===== src/rtl/cacheline_burst_adapter.sv =====
// rtl/cacheline_burst_adapter.sv - cache line read/write requests to fixed-length memory bursts
// Optional last-read-line buffer is enabled by defining CBA_LAST_LINE_BUF_EN.
module cacheline_burst_adapter #(
    parameter int LINE_W   = 256,
    parameter int BEAT_W   = 64,
    parameter int OFFSET_W = 5
) (
    input  logic              clk,
    input  logic              rst_n,
    input  logic [31:0]       address_i,
    input  logic              read_i,
    input  logic              write_i,
    input  logic [LINE_W-1:0] line_i,
    output logic [LINE_W-1:0] line_o,
    output logic              resp_o,
    input  logic [BEAT_W-1:0] burst_i,
    output logic [BEAT_W-1:0] burst_o,
    output logic [31:0]       address_o,
    output logic              read_o,
    output logic              write_o,
    input  logic              resp_i
);
    localparam int N = LINE_W / BEAT_W;
    localparam int CNT_W = (N > 1) ? $clog2(N) : 1;
    localparam logic [CNT_W-1:0] LAST_BEAT = CNT_W'(N - 1);
    localparam logic [31:0] ALIGN_MASK = ~((32'd1 << OFFSET_W) - 32'd1);

    typedef enum logic [1:0] {IDLE, READ, WRITE, DONE} state_t;

    state_t              state_q, state_d;
    logic [CNT_W-1:0]    cnt_q, cnt_d;
    logic [31:0]         address_o_q, address_o_d;
    logic [LINE_W-1:0]   wline_q, wline_d;
    logic [LINE_W-1:0]   line_o_q, line_o_d;
    logic [BEAT_W-1:0]   burst_o_q, burst_o_d;
    logic                read_o_q, read_o_d;
    logic                write_o_q, write_o_d;
    logic                resp_o_q, resp_o_d;

    logic [31:0]         aligned_addr;
    logic                rd_last;
    logic                wr_last;
    logic                buf_hit;
    logic [LINE_W-1:0]   hit_line;

    assign aligned_addr = address_i & ALIGN_MASK;
    assign rd_last = (state_q == READ) && resp_i && (cnt_q == LAST_BEAT);
    assign wr_last = (state_q == WRITE) && resp_i && (cnt_q == LAST_BEAT);

    always_comb begin
        state_d     = state_q;
        cnt_d       = cnt_q;
        address_o_d = address_o_q;
        wline_d     = wline_q;
        line_o_d    = line_o_q;
        burst_o_d   = burst_o_q;
        read_o_d    = 1'b0;
        write_o_d   = 1'b0;
        resp_o_d    = 1'b0;
        unique case (state_q)
            IDLE: begin
                cnt_d = '0;
                if (write_i) begin
                    state_d     = WRITE;
                    address_o_d = aligned_addr;
                    wline_d     = line_i;
                    burst_o_d   = line_i[BEAT_W-1:0];
                    write_o_d   = 1'b1;
                end else if (read_i) begin
                    address_o_d = aligned_addr;
                    if (buf_hit) begin
                        state_d  = DONE;
                        line_o_d = hit_line;
                        resp_o_d = 1'b1;
                    end else begin
                        state_d  = READ;
                        read_o_d = 1'b1;
                    end
                end
            end
            READ: begin
                read_o_d = 1'b1;
                if (resp_i) begin
                    // Beats land directly in line_o so the old line survives until the first new beat.
                    for (int k = 0; k < N; k++) begin
                        if (cnt_q == CNT_W'(k)) begin
                            line_o_d[k*BEAT_W +: BEAT_W] = burst_i;
                        end
                    end
                    if (rd_last) begin
                        state_d  = DONE;
                        cnt_d    = '0;
                        read_o_d = 1'b0;
                        resp_o_d = 1'b1;
                    end else begin
                        cnt_d = cnt_q + CNT_W'(1);
                    end
                end
            end
            WRITE: begin
                write_o_d = 1'b1;
                if (resp_i) begin
                    if (wr_last) begin
                        state_d   = DONE;
                        cnt_d     = '0;
                        write_o_d = 1'b0;
                        resp_o_d  = 1'b1;
                    end else begin
                        cnt_d = cnt_q + CNT_W'(1);
                        for (int k = 0; k < N; k++) begin
                            if (cnt_d == CNT_W'(k)) begin
                                burst_o_d = wline_q[k*BEAT_W +: BEAT_W];
                            end
                        end
                    end
                end
            end
            DONE: begin
                state_d = IDLE;
                cnt_d   = '0;
            end
            default: begin
                state_d = IDLE;
                cnt_d   = '0;
            end
        endcase
    end

    always_ff @(posedge clk) begin
        if (!rst_n) begin
            state_q     <= IDLE;
            cnt_q       <= '0;
            address_o_q <= '0;
            wline_q     <= '0;
            line_o_q    <= '0;
            burst_o_q   <= '0;
            read_o_q    <= 1'b0;
            write_o_q   <= 1'b0;
            resp_o_q    <= 1'b0;
        end else begin
            state_q     <= state_d;
            cnt_q       <= cnt_d;
            address_o_q <= address_o_d;
            wline_q     <= wline_d;
            line_o_q    <= line_o_d;
            burst_o_q   <= burst_o_d;
            read_o_q    <= read_o_d;
            write_o_q   <= write_o_d;
            resp_o_q    <= resp_o_d;
        end
    end

`ifdef CBA_LAST_LINE_BUF_EN
    logic              buf_valid_q, buf_valid_d;
    logic [31:0]       buf_addr_q, buf_addr_d;
    logic [LINE_W-1:0] buf_line_q, buf_line_d;

    // A completed write to the buffered address keeps the entry coherent with memory.
    always_comb begin
        buf_valid_d = buf_valid_q;
        buf_addr_d  = buf_addr_q;
        buf_line_d  = buf_line_q;
        if (rd_last) begin
            buf_valid_d = 1'b1;
            buf_addr_d  = address_o_q;
            buf_line_d  = line_o_d;
        end else if (wr_last && buf_valid_q && (buf_addr_q == address_o_q)) begin
            buf_line_d = wline_q;
        end
    end

    always_ff @(posedge clk) begin
        if (!rst_n) begin
            buf_valid_q <= 1'b0;
            buf_addr_q  <= '0;
            buf_line_q  <= '0;
        end else begin
            buf_valid_q <= buf_valid_d;
            buf_addr_q  <= buf_addr_d;
            buf_line_q  <= buf_line_d;
        end
    end

    assign buf_hit  = buf_valid_q && (buf_addr_q == aligned_addr);
    assign hit_line = buf_line_q;
`else
    assign buf_hit  = 1'b0;
    assign hit_line = '0;
`endif

    assign line_o    = line_o_q;
    assign resp_o    = resp_o_q;
    assign burst_o   = burst_o_q;
    assign address_o = address_o_q;
    assign read_o    = read_o_q;
    assign write_o   = write_o_q;

endmodule


===== config.mk =====
export PLATFORM = sky130hd
export DESIGN_NAME = cacheline_burst_adapter
export DESIGN_NICKNAME = d
export VERILOG_FILES = /design/src/rtl/cacheline_burst_adapter.sv
export SDC_FILE = /design/constraint.sdc
export NUM_CORES = 1
export LEC_CHECK = 0
export CORE_AREA = 3 3 280 282
export CTS_CLUSTER_SIZE = 40
export DETAILED_ROUTE_END_ITERATION = 8
export DIE_AREA = 0 0 283 285
export DONT_BUFFER_PORTS = 1
export PLACE_DENSITY_LB_ADDON = 0.05
export SYNTH_ARGS = -nofsm -noshare
export SYNTH_HDL_FRONTEND = slang
export SYNTH_SLANG_ARGS = --single-unit

===== constraint.sdc =====
create_clock -name clk -period 4.2 [get_ports clk]
set_input_delay 0.42 -clock clk [delete_from_list [all_inputs] [get_ports clk]]
set_output_delay 0.42 -clock clk [all_outputs]
set_load 0.01 [all_outputs]

==> impl_metrics.env <==
export IMPL_floorplan_die_width_um=283
export IMPL_design_power_total_mw=18.0
export IMPL_wire_length_of_the_first_global_routing_pass_um=140000
export IMPL_clock_skew_ns=0.0291
export IMPL_residual_drc=0
export IMPL_dp_final_hpwl_um=61200
export IMPL_maxcap_violations=0
export IMPL_via_count=21400
export IMPL_synth_lib_cells_used_distinct=34
export IMPL_static_leakage_power_nw=10.9
export IMPL_area_growth_syn_to_layout_pct=27.9
export IMPL_worst_hold_startpoint="line_i[188]"
export IMPL_total_overflow_reported_by_the_global_router=0
export IMPL_totalWireLength_um=94900
export IMPL_cp_end_kind="flip-flop"
export IMPL_viasPerCell=4.97
export IMPL_count_of_mapped_cells_out_of_synthesis=2983
export IMPL_postPlaceCellArea_um2=24200
export IMPL_final_antenna_net_count=0
export IMPL_pin_count=712
export IMPL_worst_setup_path_startpoint="state_q[0]"
export IMPL_r2r_cell_count=6
export IMPL_critPathMaxFanout=64
export IMPL_final_min_period_over_clock_period=0.650
export IMPL_floorplan_die_height_um=285
export IMPL_start_util=0.310
export IMPL_insertion_delay_ns=0.62
export IMPL_maximum_number_of_pins_on_one_net_before_global_route_repair=139
export IMPL_layout_filler_cells=7741
export IMPL_final_util=0.397
export IMPL_finalNetCount=3560
export IMPL_antenna_found_initial=19
export IMPL_crit_path_max_incr_delay_ns=0.73
export IMPL_drive_above_1_share=0.0508
export IMPL_start_kind="flip-flop"
export IMPL_final_max_slew_violation_count=0
export IMPL_iteration_0_drc_markers=1396
export IMPL_setup_repair_after_global_routing_missed_its_margin="no"
export IMPL_cts_sink_count=610
export IMPL_timing_fmax_ghz=0.366
export IMPL_buffer_depth_of_the_longest_clock_path=3
export IMPL_fin_worst_hold_slack_ns=0.0265
export IMPL_synthesis_area_um2=23600
export IMPL_final_count_of_hold_timing_violations=0
export IMPL_portBuffers=0
export IMPL_core_um2=75900
export IMPL_slew_headroom=0.270
export IMPL_worstPathRequired_ns=4.70
export IMPL_design_area_um2=30100
export IMPL_seq_area_frac_synth=0.518
export IMPL_register_area_um2=12200
export IMPL_grt_total_usage=0.225
export IMPL_final_weighted_congestion_of_routability_driven_global_placement=0.845
export IMPL_clockRootBuffer="sky130_fd_sc_hd__clkbuf_16"
export IMPL_floorplan_rows=101
export IMPL_clk_transition_reported_paths_ns=0.06
export IMPL_grt_pass1_vias=21000
export IMPL_cts_tree="yes"
export IMPL_cts_htree_levels=3
export IMPL_route_detailed_wl_per_inst_um=22.1
export IMPL_cts_inserted_buffers=73
export IMPL_synth_warnings=0
export IMPL_fp_dieArea_um2=80700
export IMPL_holdPathStages=2
export IMPL_synthesis_area_per_instance_um2=7.90
export IMPL_post_cts_resized=0
export IMPL_crit_path_cell_trace="inv_1, ha_4, nor3b_4, buf_4, a21oi_1, a32o_1"
export IMPL_min_period_ns=2.73
export IMPL_run_status="completed"
export IMPL_min_delay_path_class="in2reg"
export IMPL_crit_path_category="reg2reg"
export IMPL_multiInputGateArea_um2=10300
export IMPL_totalNegativeSetupSlack_ns=0
export IMPL_cp_data_arrival_time_ns=3.23
export IMPL_crit_slowest_cell="sky130_fd_sc_hd__buf_4"
export IMPL_synth_ff_latch_count=610
export IMPL_drtPass1Iterations=5
export IMPL_pwr_density_cell_nw_per_um2=597
export IMPL_final_setup_viol_count=0
export IMPL_timing_rr_start="state_q[0]"
export IMPL_peakVddDrop_v=0.000303
export IMPL_timing_worst_slew_pin_value_ns=1.10
==> worst max-delay path, delay by kind of cell, from the launching register on <==
kind | cells | cell delay, ns
compound gates | 2 | 0.54
flops | 1 | 0.34
simple gates | 1 | 0.30
fa+ha+maj | 1 | 0.48
buf+inv | 2 | 0.85
==> cell usage after synthesis <==
cell | n | area [µm²]
sky130_fd_sc_hd__nor2_2 | 1 | 6.26
sky130_fd_sc_hd__buf_2 | 87 | 435
sky130_fd_sc_hd__dfxtp_1 | 610 | 12200
sky130_fd_sc_hd__o21ai_0 | 69 | 345
sky130_fd_sc_hd__o21ai_2 | 1 | 8.76
sky130_fd_sc_hd__inv_2 | 1 | 3.75
sky130_fd_sc_hd__nor2_1 | 75 | 282
sky130_fd_sc_hd__conb_1 | 1 | 3.75
sky130_fd_sc_hd__a221oi_1 | 1 | 8.76
sky130_fd_sc_hd__a2bb2oi_1 | 1 | 8.76
sky130_fd_sc_hd__a221oi_2 | 1 | 15.0
sky130_fd_sc_hd__ha_1 | 9 | 113
sky130_fd_sc_hd__a311oi_1 | 1 | 8.76
sky130_fd_sc_hd__nor3b_1 | 64 | 480
sky130_fd_sc_hd__clkbuf_1 | 131 | 492
sky130_fd_sc_hd__buf_1 | 11 | 41.3
sky130_fd_sc_hd__nand2_1 | 1082 | 4060
sky130_fd_sc_hd__buf_4 | 7 | 52.6
sky130_fd_sc_hd__nand2b_1 | 3 | 18.8
sky130_fd_sc_hd__and2_1 | 1 | 6.26
sky130_fd_sc_hd__nand3_1 | 4 | 20.0
sky130_fd_sc_hd__nor3_1 | 1 | 5.00
sky130_fd_sc_hd__buf_6 | 7 | 78.8
sky130_fd_sc_hd__and3_1 | 4 | 25.0
sky130_fd_sc_hd__nor3b_2 | 1 | 12.5
sky130_fd_sc_hd__a21oi_1 | 593 | 2970
sky130_fd_sc_hd__a21boi_0 | 12 | 90.1
sky130_fd_sc_hd__a22oi_1 | 1 | 7.51
sky130_fd_sc_hd__inv_1 | 6 | 22.5
sky130_fd_sc_hd__mux2i_1 | 66 | 661
sky130_fd_sc_hd__a32oi_1 | 1 | 8.76
sky130_fd_sc_hd__clkbuf_2 | 1 | 5.00
sky130_fd_sc_hd__nor2b_1 | 65 | 407
sky130_fd_sc_hd__a32o_1 | 64 | 641
==> cell families after synthesis <==
kind of cell,synth area share
fa+ha+maj,0.00478
flops,0.518
buf+inv,0.0480
simple gates,0.226
mux,0.0280
other cells,0.000159
compound gates,0.175
==> power breakdown <==
| group | switching (mW) | internal, mW |
|---|---|---|
| registers | 0.861 | 6.66 |
| logic | 2.63 | 1.48 |
| clock network | 2.57 | 3.78 |
| total | 6.07 | 11.9 |
==> cells in the final DEF (no fill, tap or decap), drive strengths merged, types with 9 or more instances in the layout <==
master       Yosys  routed
nand2         1082    1082
dfxtp          610     610
a21oi          593     593
dlygate4sd3      0     344
clkbuf         132     113
nor2            76      76
o21ai           70      70
mux2i           66      66
nor2b           65      65
nor3b           65      65
a32o            64      64
buf            112      32
clkinv           0      15
diode            0      14
a21boi          12      12
ha               9       9
==> what timing repair did <==
action,CTS,global route
endpoints found under the setup margin,0,0
hold endpoints to repair,538,0
hold buffers,344,0
buffers inserted,0,0
==> flip-flops by register name, indices dropped and copies added, names as in the netlist <==
register	cells
write_o	1
burst_o	64
line_o	256
wline_q	256
read_o	1
cnt_q	2
address_o	27
state_q	2
resp_o	1
==> routing by layer <==
layer / wire length (µm) / track usage / vias to the layer above
met5: 91 / 0 / -
met4: 2990 / 0.0711 / 14
met3: 9190 / 0.0898 / 157
met2: 44600 / 0.370 / 718
met1: 38000 / 0.269 / 10200
li1: - / - / 10300
==> final cells by class <==
| cell class | count | share of cell area |
|---|---|---|
| multi-input combinational | 2126 | 0.342 |
| tap | 1030 | 0.0428 |
| sequential | 610 | 0.405 |
| inverter | 7 | 0.00112 |
| antenna | 14 | 0.00116 |
| clock buffer | 113 | 0.0737 |
| timing repair buffer | 376 | 0.127 |
| clock inverter | 19 | 0.00677 |
==> stage by stage <==
step	setup WS [ns]	std cells
after floorplan	2.40	2987
after detailed placement	1.41	3805
after global placement	1.46	3805
after global routing	1.25	4286
after CTS	1.41	4281
final	1.47	4295
==> path summary, 6_finish.rpt <==
path                       end  slack [ns]
setup reg to reg   burst_o[44]        1.47
hold / removal    wline_q[188]        0.03
hold reg to reg    wline_q[34]        0.45
setup / recovery   burst_o[44]        1.47
No activity file was read; power rests on OpenSTA's default activity.
